File: config.mk
export PLATFORM = sky130hd
export DESIGN_NAME = scope_capture_ctrl
export DESIGN_NICKNAME = d
export VERILOG_FILES = /design/src/rtl/scope_pkg.sv /design/src/rtl/capture_ram.sv /design/src/rtl/scope_capture_ctrl.sv
export SDC_FILE = /design/constraint.sdc
export NUM_CORES = 2
export LEC_CHECK = 0
export ABC_AREA = 1
export CAP_MARGIN = 10
export CORE_MARGIN = 1.5
export CORE_UTILIZATION = 47
export CTS_CLUSTER_SIZE = 16
export DETAILED_ROUTE_END_ITERATION = 10
export PLACE_DENSITY_LB_ADDON = 0.08
export SLEW_MARGIN = 20
export SYNTH_ARGS = -nofsm -noshare
export SYNTH_HDL_FRONTEND = slang
export SYNTH_HIERARCHICAL = 1
export SYNTH_SLANG_ARGS = --single-unit
File: constraint.sdc
create_clock -name iClk -period 3.6 [get_ports iClk]
set_clock_uncertainty 0.2 [all_clocks]
set_input_delay 0.54 -clock iClk [delete_from_list [all_inputs] [get_ports iClk]]
set_output_delay 0.54 -clock iClk [all_outputs]
set_load 0.01 [all_outputs]
File: src/rtl/scope_pkg.sv
// Shared constants for the scope capture path: FSM state encodings and trigger edge select.
package scope_pkg;

  localparam int unsigned STATE_W = 3;

  localparam logic [STATE_W-1:0] IDLE = 3'd0;
  localparam logic [STATE_W-1:0] PRE  = 3'd1;
  localparam logic [STATE_W-1:0] WAIT = 3'd2;
  localparam logic [STATE_W-1:0] POST = 3'd3;
  localparam logic [STATE_W-1:0] READ = 3'd4;

  typedef enum logic [STATE_W-1:0] {
    S_IDLE = IDLE,
    S_PRE  = PRE,
    S_WAIT = WAIT,
    S_POST = POST,
    S_READ = READ
  } state_e;

  localparam logic EDGE_RISE = 1'b0;
  localparam logic EDGE_FALL = 1'b1;

endpackage

File: src/rtl/capture_ram.sv
// Simple dual-port capture buffer: one write port, one registered read port with read enable.
module capture_ram #(
  parameter int unsigned pAddrBits = 9,
  parameter int unsigned pDataBits = 8
) (
  input  logic                 iClk,
  input  logic                 iWe,
  input  logic [pAddrBits-1:0] iWAddr,
  input  logic [pDataBits-1:0] iWData,
  input  logic                 iRe,
  input  logic [pAddrBits-1:0] iRAddr,
  output logic [pDataBits-1:0] oRData
);

  localparam int unsigned DEPTH = 2 ** pAddrBits;

  logic [pDataBits-1:0] mem_q [DEPTH];
  logic [pDataBits-1:0] rd_data_q;

  // Read data holds while iRe is low, which lets the reader stall without a skid copy.
  always_ff @(posedge iClk) begin
    if (iWe) mem_q[iWAddr] <= iWData;
    if (iRe) rd_data_q <= mem_q[iRAddr];
  end

  assign oRData = rd_data_q;

endmodule

File: src/rtl/scope_capture_ctrl.sv
// Trigger/capture controller: ring-buffer capture with pre-trigger depth, level/forced trigger,
// and single-frame readout over a valid/ready stream.
module scope_capture_ctrl
  import scope_pkg::*;
#(
  parameter int unsigned pAddrBits = 9,
  parameter int unsigned pDataBits = 8
) (
  input  logic                 iClk,
  input  logic                 iRst,
  input  logic                 iArm,
  input  logic                 iForce,
  input  logic                 iEdge,
  input  logic [pDataBits-1:0] iLevel,
  input  logic [pAddrBits-1:0] iPreCnt,
  input  logic [pDataBits-1:0] iData,
  input  logic                 iData_Valid,
  output logic [pDataBits-1:0] oData,
  output logic                 oData_Valid,
  input  logic                 iData_Ready,
  output logic [2:0]           oState,
  output logic                 oTriggered,
  output logic                 oBusy
);

  localparam int unsigned CNT_W = pAddrBits + 1;
  localparam logic [CNT_W-1:0]     FRAME_LEN = CNT_W'(2 ** pAddrBits);
  localparam logic [pAddrBits-1:0] ADDR_MAX  = '1;

  state_e               state_q, state_d;
  logic                 edge_q, edge_d;
  logic [pDataBits-1:0] level_q, level_d;
  logic [pDataBits-1:0] prev_q, prev_d;
  logic                 prev_vld_q, prev_vld_d;
  logic [pAddrBits-1:0] pre_q, pre_d;
  logic [pAddrBits-1:0] wr_ptr_q, wr_ptr_d;
  logic [pAddrBits-1:0] cnt_q, cnt_d;
  logic [pAddrBits-1:0] rd_addr_q, rd_addr_d;
  logic                 force_q, force_d;
  logic                 trig_q, trig_d;
  logic                 busy_q, busy_d;
  logic [CNT_W-1:0]     rd_cnt_q, rd_cnt_d;
  logic [CNT_W-1:0]     hs_cnt_q, hs_cnt_d;
  logic                 s1_vld_q, s1_vld_d;
  logic                 out_vld_q, out_vld_d;
  logic [pDataBits-1:0] out_data_q, out_data_d;

  logic                 we_c, re_c, level_hit_c, move_c, hs_c;
  logic [pDataBits-1:0] ram_rdata;

  capture_ram #(
    .pAddrBits (pAddrBits),
    .pDataBits (pDataBits)
  ) u_ram (
    .iClk   (iClk),
    .iWe    (we_c),
    .iWAddr (wr_ptr_q),
    .iWData (iData),
    .iRe    (re_c),
    .iRAddr (rd_addr_q),
    .oRData (ram_rdata)
  );

  // Level crossing against the previously written sample.
  always_comb begin
    if (edge_q == EDGE_FALL) level_hit_c = prev_vld_q && (prev_q >= level_q) && (iData < level_q);
    else                     level_hit_c = prev_vld_q && (prev_q < level_q) && (iData >= level_q);
  end

  // s1 is the RAM output stage; it moves into the output register whenever that is free.
  assign hs_c   = out_vld_q && iData_Ready;
  assign move_c = s1_vld_q && (!out_vld_q || iData_Ready);

  always_comb begin
    state_d    = state_q;
    edge_d     = edge_q;
    level_d    = level_q;
    prev_d     = prev_q;
    prev_vld_d = prev_vld_q;
    pre_d      = pre_q;
    wr_ptr_d   = wr_ptr_q;
    cnt_d      = cnt_q;
    rd_addr_d  = rd_addr_q;
    force_d    = force_q;
    trig_d     = trig_q;
    rd_cnt_d   = rd_cnt_q;
    hs_cnt_d   = hs_cnt_q;
    s1_vld_d   = s1_vld_q;
    out_vld_d  = out_vld_q;
    out_data_d = out_data_q;
    we_c       = 1'b0;
    re_c       = 1'b0;

    case (state_q)
      S_IDLE: begin
        if (iArm) begin
          edge_d     = iEdge;
          level_d    = iLevel;
          pre_d      = iPreCnt;  // pAddrBits wide, so already within 0..N-1
          wr_ptr_d   = '0;
          cnt_d      = '0;
          prev_vld_d = 1'b0;
          force_d    = 1'b0;
          rd_cnt_d   = '0;
          hs_cnt_d   = '0;
          state_d    = S_PRE;
        end
      end

      S_PRE: begin
        if (cnt_q == pre_q) begin
          state_d = S_WAIT;
        end else if (iData_Valid) begin
          we_c       = 1'b1;
          wr_ptr_d   = wr_ptr_q + pAddrBits'(1);
          cnt_d      = cnt_q + pAddrBits'(1);
          prev_d     = iData;
          prev_vld_d = 1'b1;
          if (cnt_d == pre_q) state_d = S_WAIT;
        end
      end

      S_WAIT: begin
        if (iData_Valid) begin
          we_c       = 1'b1;
          wr_ptr_d   = wr_ptr_q + pAddrBits'(1);
          prev_d     = iData;
          prev_vld_d = 1'b1;
          force_d    = 1'b0;
          if (force_q || iForce || level_hit_c) begin
            trig_d    = 1'b1;
            rd_addr_d = wr_ptr_q - pre_q;
            cnt_d     = ADDR_MAX - pre_q;
            state_d   = (cnt_d == '0) ? S_READ : S_POST;
          end
        end else if (iForce) begin
          force_d = 1'b1;
        end
      end

      S_POST: begin
        if (iData_Valid) begin
          we_c     = 1'b1;
          wr_ptr_d = wr_ptr_q + pAddrBits'(1);
          cnt_d    = cnt_q - pAddrBits'(1);
          if (cnt_q == pAddrBits'(1)) state_d = S_READ;
        end
      end

      S_READ: begin
        re_c = (rd_cnt_q != FRAME_LEN) && (!s1_vld_q || move_c);
        if (re_c) begin
          rd_addr_d = rd_addr_q + pAddrBits'(1);
          rd_cnt_d  = rd_cnt_q + CNT_W'(1);
        end
        if (move_c) out_data_d = ram_rdata;

        if (re_c)        s1_vld_d = 1'b1;
        else if (move_c) s1_vld_d = 1'b0;

        if (move_c)    out_vld_d = 1'b1;
        else if (hs_c) out_vld_d = 1'b0;

        if (hs_c) begin
          hs_cnt_d = hs_cnt_q + CNT_W'(1);
          if (hs_cnt_d == FRAME_LEN) begin
            trig_d  = 1'b0;
            state_d = S_IDLE;
          end
        end
      end

      default: state_d = S_IDLE;
    endcase

    busy_d = (state_d != S_IDLE);
  end

  always_ff @(posedge iClk) begin
    if (iRst) begin
      state_q    <= S_IDLE;
      edge_q     <= 1'b0;
      level_q    <= '0;
      prev_q     <= '0;
      prev_vld_q <= 1'b0;
      pre_q      <= '0;
      wr_ptr_q   <= '0;
      cnt_q      <= '0;
      rd_addr_q  <= '0;
      force_q    <= 1'b0;
      trig_q     <= 1'b0;
      busy_q     <= 1'b0;
      rd_cnt_q   <= '0;
      hs_cnt_q   <= '0;
      s1_vld_q   <= 1'b0;
      out_vld_q  <= 1'b0;
      out_data_q <= '0;
    end else begin
      state_q    <= state_d;
      edge_q     <= edge_d;
      level_q    <= level_d;
      prev_q     <= prev_d;
      prev_vld_q <= prev_vld_d;
      pre_q      <= pre_d;
      wr_ptr_q   <= wr_ptr_d;
      cnt_q      <= cnt_d;
      rd_addr_q  <= rd_addr_d;
      force_q    <= force_d;
      trig_q     <= trig_d;
      busy_q     <= busy_d;
      rd_cnt_q   <= rd_cnt_d;
      hs_cnt_q   <= hs_cnt_d;
      s1_vld_q   <= s1_vld_d;
      out_vld_q  <= out_vld_d;
      out_data_q <= out_data_d;
    end
  end

  assign oState      = state_q;
  assign oData       = out_data_q;
  assign oData_Valid = out_vld_q;
  assign oTriggered  = trig_q;
  assign oBusy       = busy_q;

endmodule

==> summary.txt <==
CTS
  – Longest Clk Path Bufs: 4
  – CTS tree: done
  – Clock root cell: clkbuf_16
  – Skew-Pair Late Insertion Delay: 990 ps
  – Sink Count: 4194
  – Num CTS Buffers: 433
  – Htree depth: 5
  – Post-CTS setup buffer count: 0
  – Clock slew at reported path FFs: 60 ps

Placement
  – Port Buffers: 45
  – DPL Wire Length: 329 mm
  – Placed cell count: 19.6k
  – GPL Wtd Cong: 0.919

Critical path
  – FF-to-FF setup slack: 70 ps
  – WP buf/inv: 7
  – Stages on worst setup path: 15
  – Worst Path Arrival: 4000 ps
  – Cell repeated most along the worst path: buf_4
  – Kind of end point of the critical path: flop
  – Critical R2R Launch: oState[1]$_SDFF_PP0_
  – Critical Path Slowest Stage Cell: nor2_1
  – Critical path, cell by cell: nor2_2 -> buf_4 -> o21ai_0 -> nor2_1 -> buf_4 -> nand2_4 -> nor2_4 -> buf_4 -> buf_4 -> nand2_1 -> nor2_1 -> inv_4 -> buf_12 -> nor2_1 -> buf_4
  – R2R cell count: 15
  – CP startpoint kind: flop
  – Cell family with most CP delay: simple AND/OR/NAND/NOR gates
  – Crit path capture: u_ram/mem_q[74][6]$_DFFE_PP_
  – Worst path max stage delay: 410 ps
  – R2r endpoint: u_ram/mem_q[74][6]$_DFFE_PP_
  – WP data required: 4070 ps
  – Crit path launch: oState[1]$_SDFF_PP0_
  – Crit path kind: reg -> reg
  – Crit-path max FO: 10

Synthesis
  – Asr flop ratio synth: 0%
  – Top_reg_cell synth: edfxtp_1
  – Syn_nets: 14.8k
  – Number of synthesized register bits: 4194
  – Ys Warns: 6
  – Post-synth EDFFs: 4104
  – Cells after synthesis: 14.8k
  – Synth Cell Area: 173000 µm²
  – Synth cell types: 50
  – Syn Area/Cell: 11.7 µm²
  – Register area share after synthesis: 72.5%

Min path
  – Hold Path Class: in -> reg
  – Hold Crit Start: iPreCnt[0]

Timing
  – Slew HR: 24.1%
  – Unrepaired setup endpoints after global routing: no
  – Final setup viols: 0
  – Final Max Slew Viols: 0
  – Period utilization: 98.1%
  – Final min period: 3530 ps
  – Fmax: 283 MHz
  – Hold Violations, Final: 0
  – Slew @ Worst Pin: 1140 ps

Pwr
  – Clock power frac: 37.6%
  – Total internal power: 86.2 mW
  – Leakage: 70.1 nW
  – Sw Share: 28.5%
  – Logic pwr share: 17.6%
  – Cell Pwr Density: 608 nW/µm²
  – Flop pwr share: 44.8%
  – Max VDD drop: 0.461 mV
  – NetSw: 34.4 mW

Cells and area
  – P&R area growth vs syn: 14.9%
  – Commonest non-fill, non-tap cell in the layout: nand2_1
  – Finished Layout Cells: 20.5k
  – Share of layout cells above drive strength 1: 11.0%
  – Core Util, Final: 54.2%
  – Most frequent cells in the layout: nand2_1, nand3_1, edfxtp_1
  – Nets: 15.3k

Routing
  – DRT Pass-1 Iters: 8
  – WL final: 530 mm
  – DRT iter0 DRCs: 14.2k
  – Vias: 117k
  – Residual DRC: 0
  – Vias per cell: 5.74
  – WL/cell: 25.9 µm
  – Routed Antenna Nets: 0

Floorplan
  – # IOs: 46
  – Core area: 366000 µm²
  – FP Rows: 222
  – Die Y: 609 µm
  – Die X: 609 µm
  – Die ar.: 371000 µm²
  – Starting Density: 47.2%

Outcome
  – Outcome: complete, no violations

Global routing
  – Initial antenna violation count: 27
  – Total GRT Usage: 28.1%
  – First-pass GRT wire length: 768 mm
  – Largest net degree at the start of global routing: 150
  – Vias in the first global route: 114k
  – Grt ovf: 0

Flow run
  – Maxcap violations: 0
-- worst min-delay path: cells and delay by family --
kind / cells / cell delay, ps
AOI/OAI and AO/OA: 2 / 220
buffers and inverters: 1 / 390
-- routing by layer --
layer	up-vias	global-route usage [%]	part of all wire (%)	wire, µm
met4	6	8.59	3.1	16500
met5	-	0	0.0066	35
met2	5152	44.7	46	245000
met1	58000	39.9	42	224000
met3	829	4.28	8.5	44900
li1	53400	-	-	-
-- final cells by class --
type,count,area (µm²)
clock inverters,272,2870
flip-flops and latches,4194,125000
well taps,4816,6030
inverters,154,642
fillers,30900,167000
repair buffers,1090,10700
diodes,5,12.5
multi-input cells,9400,41500
clock buffers,529,11400
-- repair_timing --
action	CTS	global route
endpoints found under the setup margin	257	280
endpoints found under the hold margin	290	0
gates resized for setup	1	4
gates cloned	0	0
hold buffers	17	0
-- kinds of logic after synthesis --
kind of cell,after synthesis,share of synthesized area [%]
simple gates,9179,23.1
flops,4194,72.5
buf+inv,1159,3.54
compound gates,168,0.533
fa+ha+maj,33,0.244
xor+xnor,20,0.106
-- synth_stat cells, types with 32 or more instances --
cell         n  area share, %
nand2_1   4354            9.5
nand3_1   4126             12
edfxtp_1  4104             71
nor2_1     620            1.3
buf_2      523            1.5
clkbuf_1   195           0.42
inv_1      137           0.30
buf_4      124           0.54
dfxtp_1     90            1.0
buf_1       82           0.18
buf_6       76           0.50
a21oi_1     75           0.22
o21ai_0     63           0.18
ha_1        32           0.23
-- worst min path at each step --
| stage | endpoint | slack [ps] | cells past startpoint |
|---|---|---|---|
| 2_1_floorplan | prev_q[1]$_SDFFE_PP0P_ | 230 | 2 |
| 6_report | pre_q[0]$_SDFFE_PP0P_ | 60 | 3 |
| 4_1_cts | pre_q[0]$_SDFFE_PP0P_ | 0.8 | 3 |
| 3_3_place_gp | prev_q[7]$_SDFFE_PP0P_ | 240 | 2 |
| 3_5_place_dp | prev_q[3]$_SDFFE_PP0P_ | 250 | 2 |
| 5_1_grt | level_q[1]$_SDFFE_PP0P_ | 80 | 3 |
-- per-stage QoR --
| stage | power, mW | area (µm²) | setup slack (ps) | hold WS (ps) | TNS (ps) |
|---|---|---|---|---|---|
| global route | 125 | 198000 | 18.1 | 80.1 | 0 |
| CTS | 121 | 198000 | 8.78 | 0.775 | 0 |
| detailed placement | 76.1 | 184000 | -541 | 247 | -831740 |
| finish | 121 | 198000 | 69.2 | 58.9 | 0 |
| global placement | 76.0 | 184000 | -609 | 240 | -954940 |
| floorplan | 67.6 | 173000 | 633 | 227 | 0 |
-- power groups by stage --
stage	Combinational (mW)	Sequential, mW	Clock, mW
floorplan	12.7	54.9	0
global placement	20.9	55.0	0
detailed placement	21.0	55.0	0
CTS	21.1	54.0	46.0
global route	22.9	54.0	47.8
finish	21.3	54.0	45.3
-- flip-flops by register name (all words and copies together) (netlist names) --
signal,count
edge_q,1
prev_q,8
pre_q,9
s1_vld_q,1
level_q,8
rd_addr_q,9
u_ram/oRData,8
oData,8
oState,3
wr_ptr_q,9
cnt_q,9
oTriggered,1
oBusy,1
force_q,1
rd_cnt_q,10
hs_cnt_q,10
oData_Valid,1
prev_vld_q,1
u_ram/mem_q,4096
No activity file was read; power rests on OpenSTA's default activity.
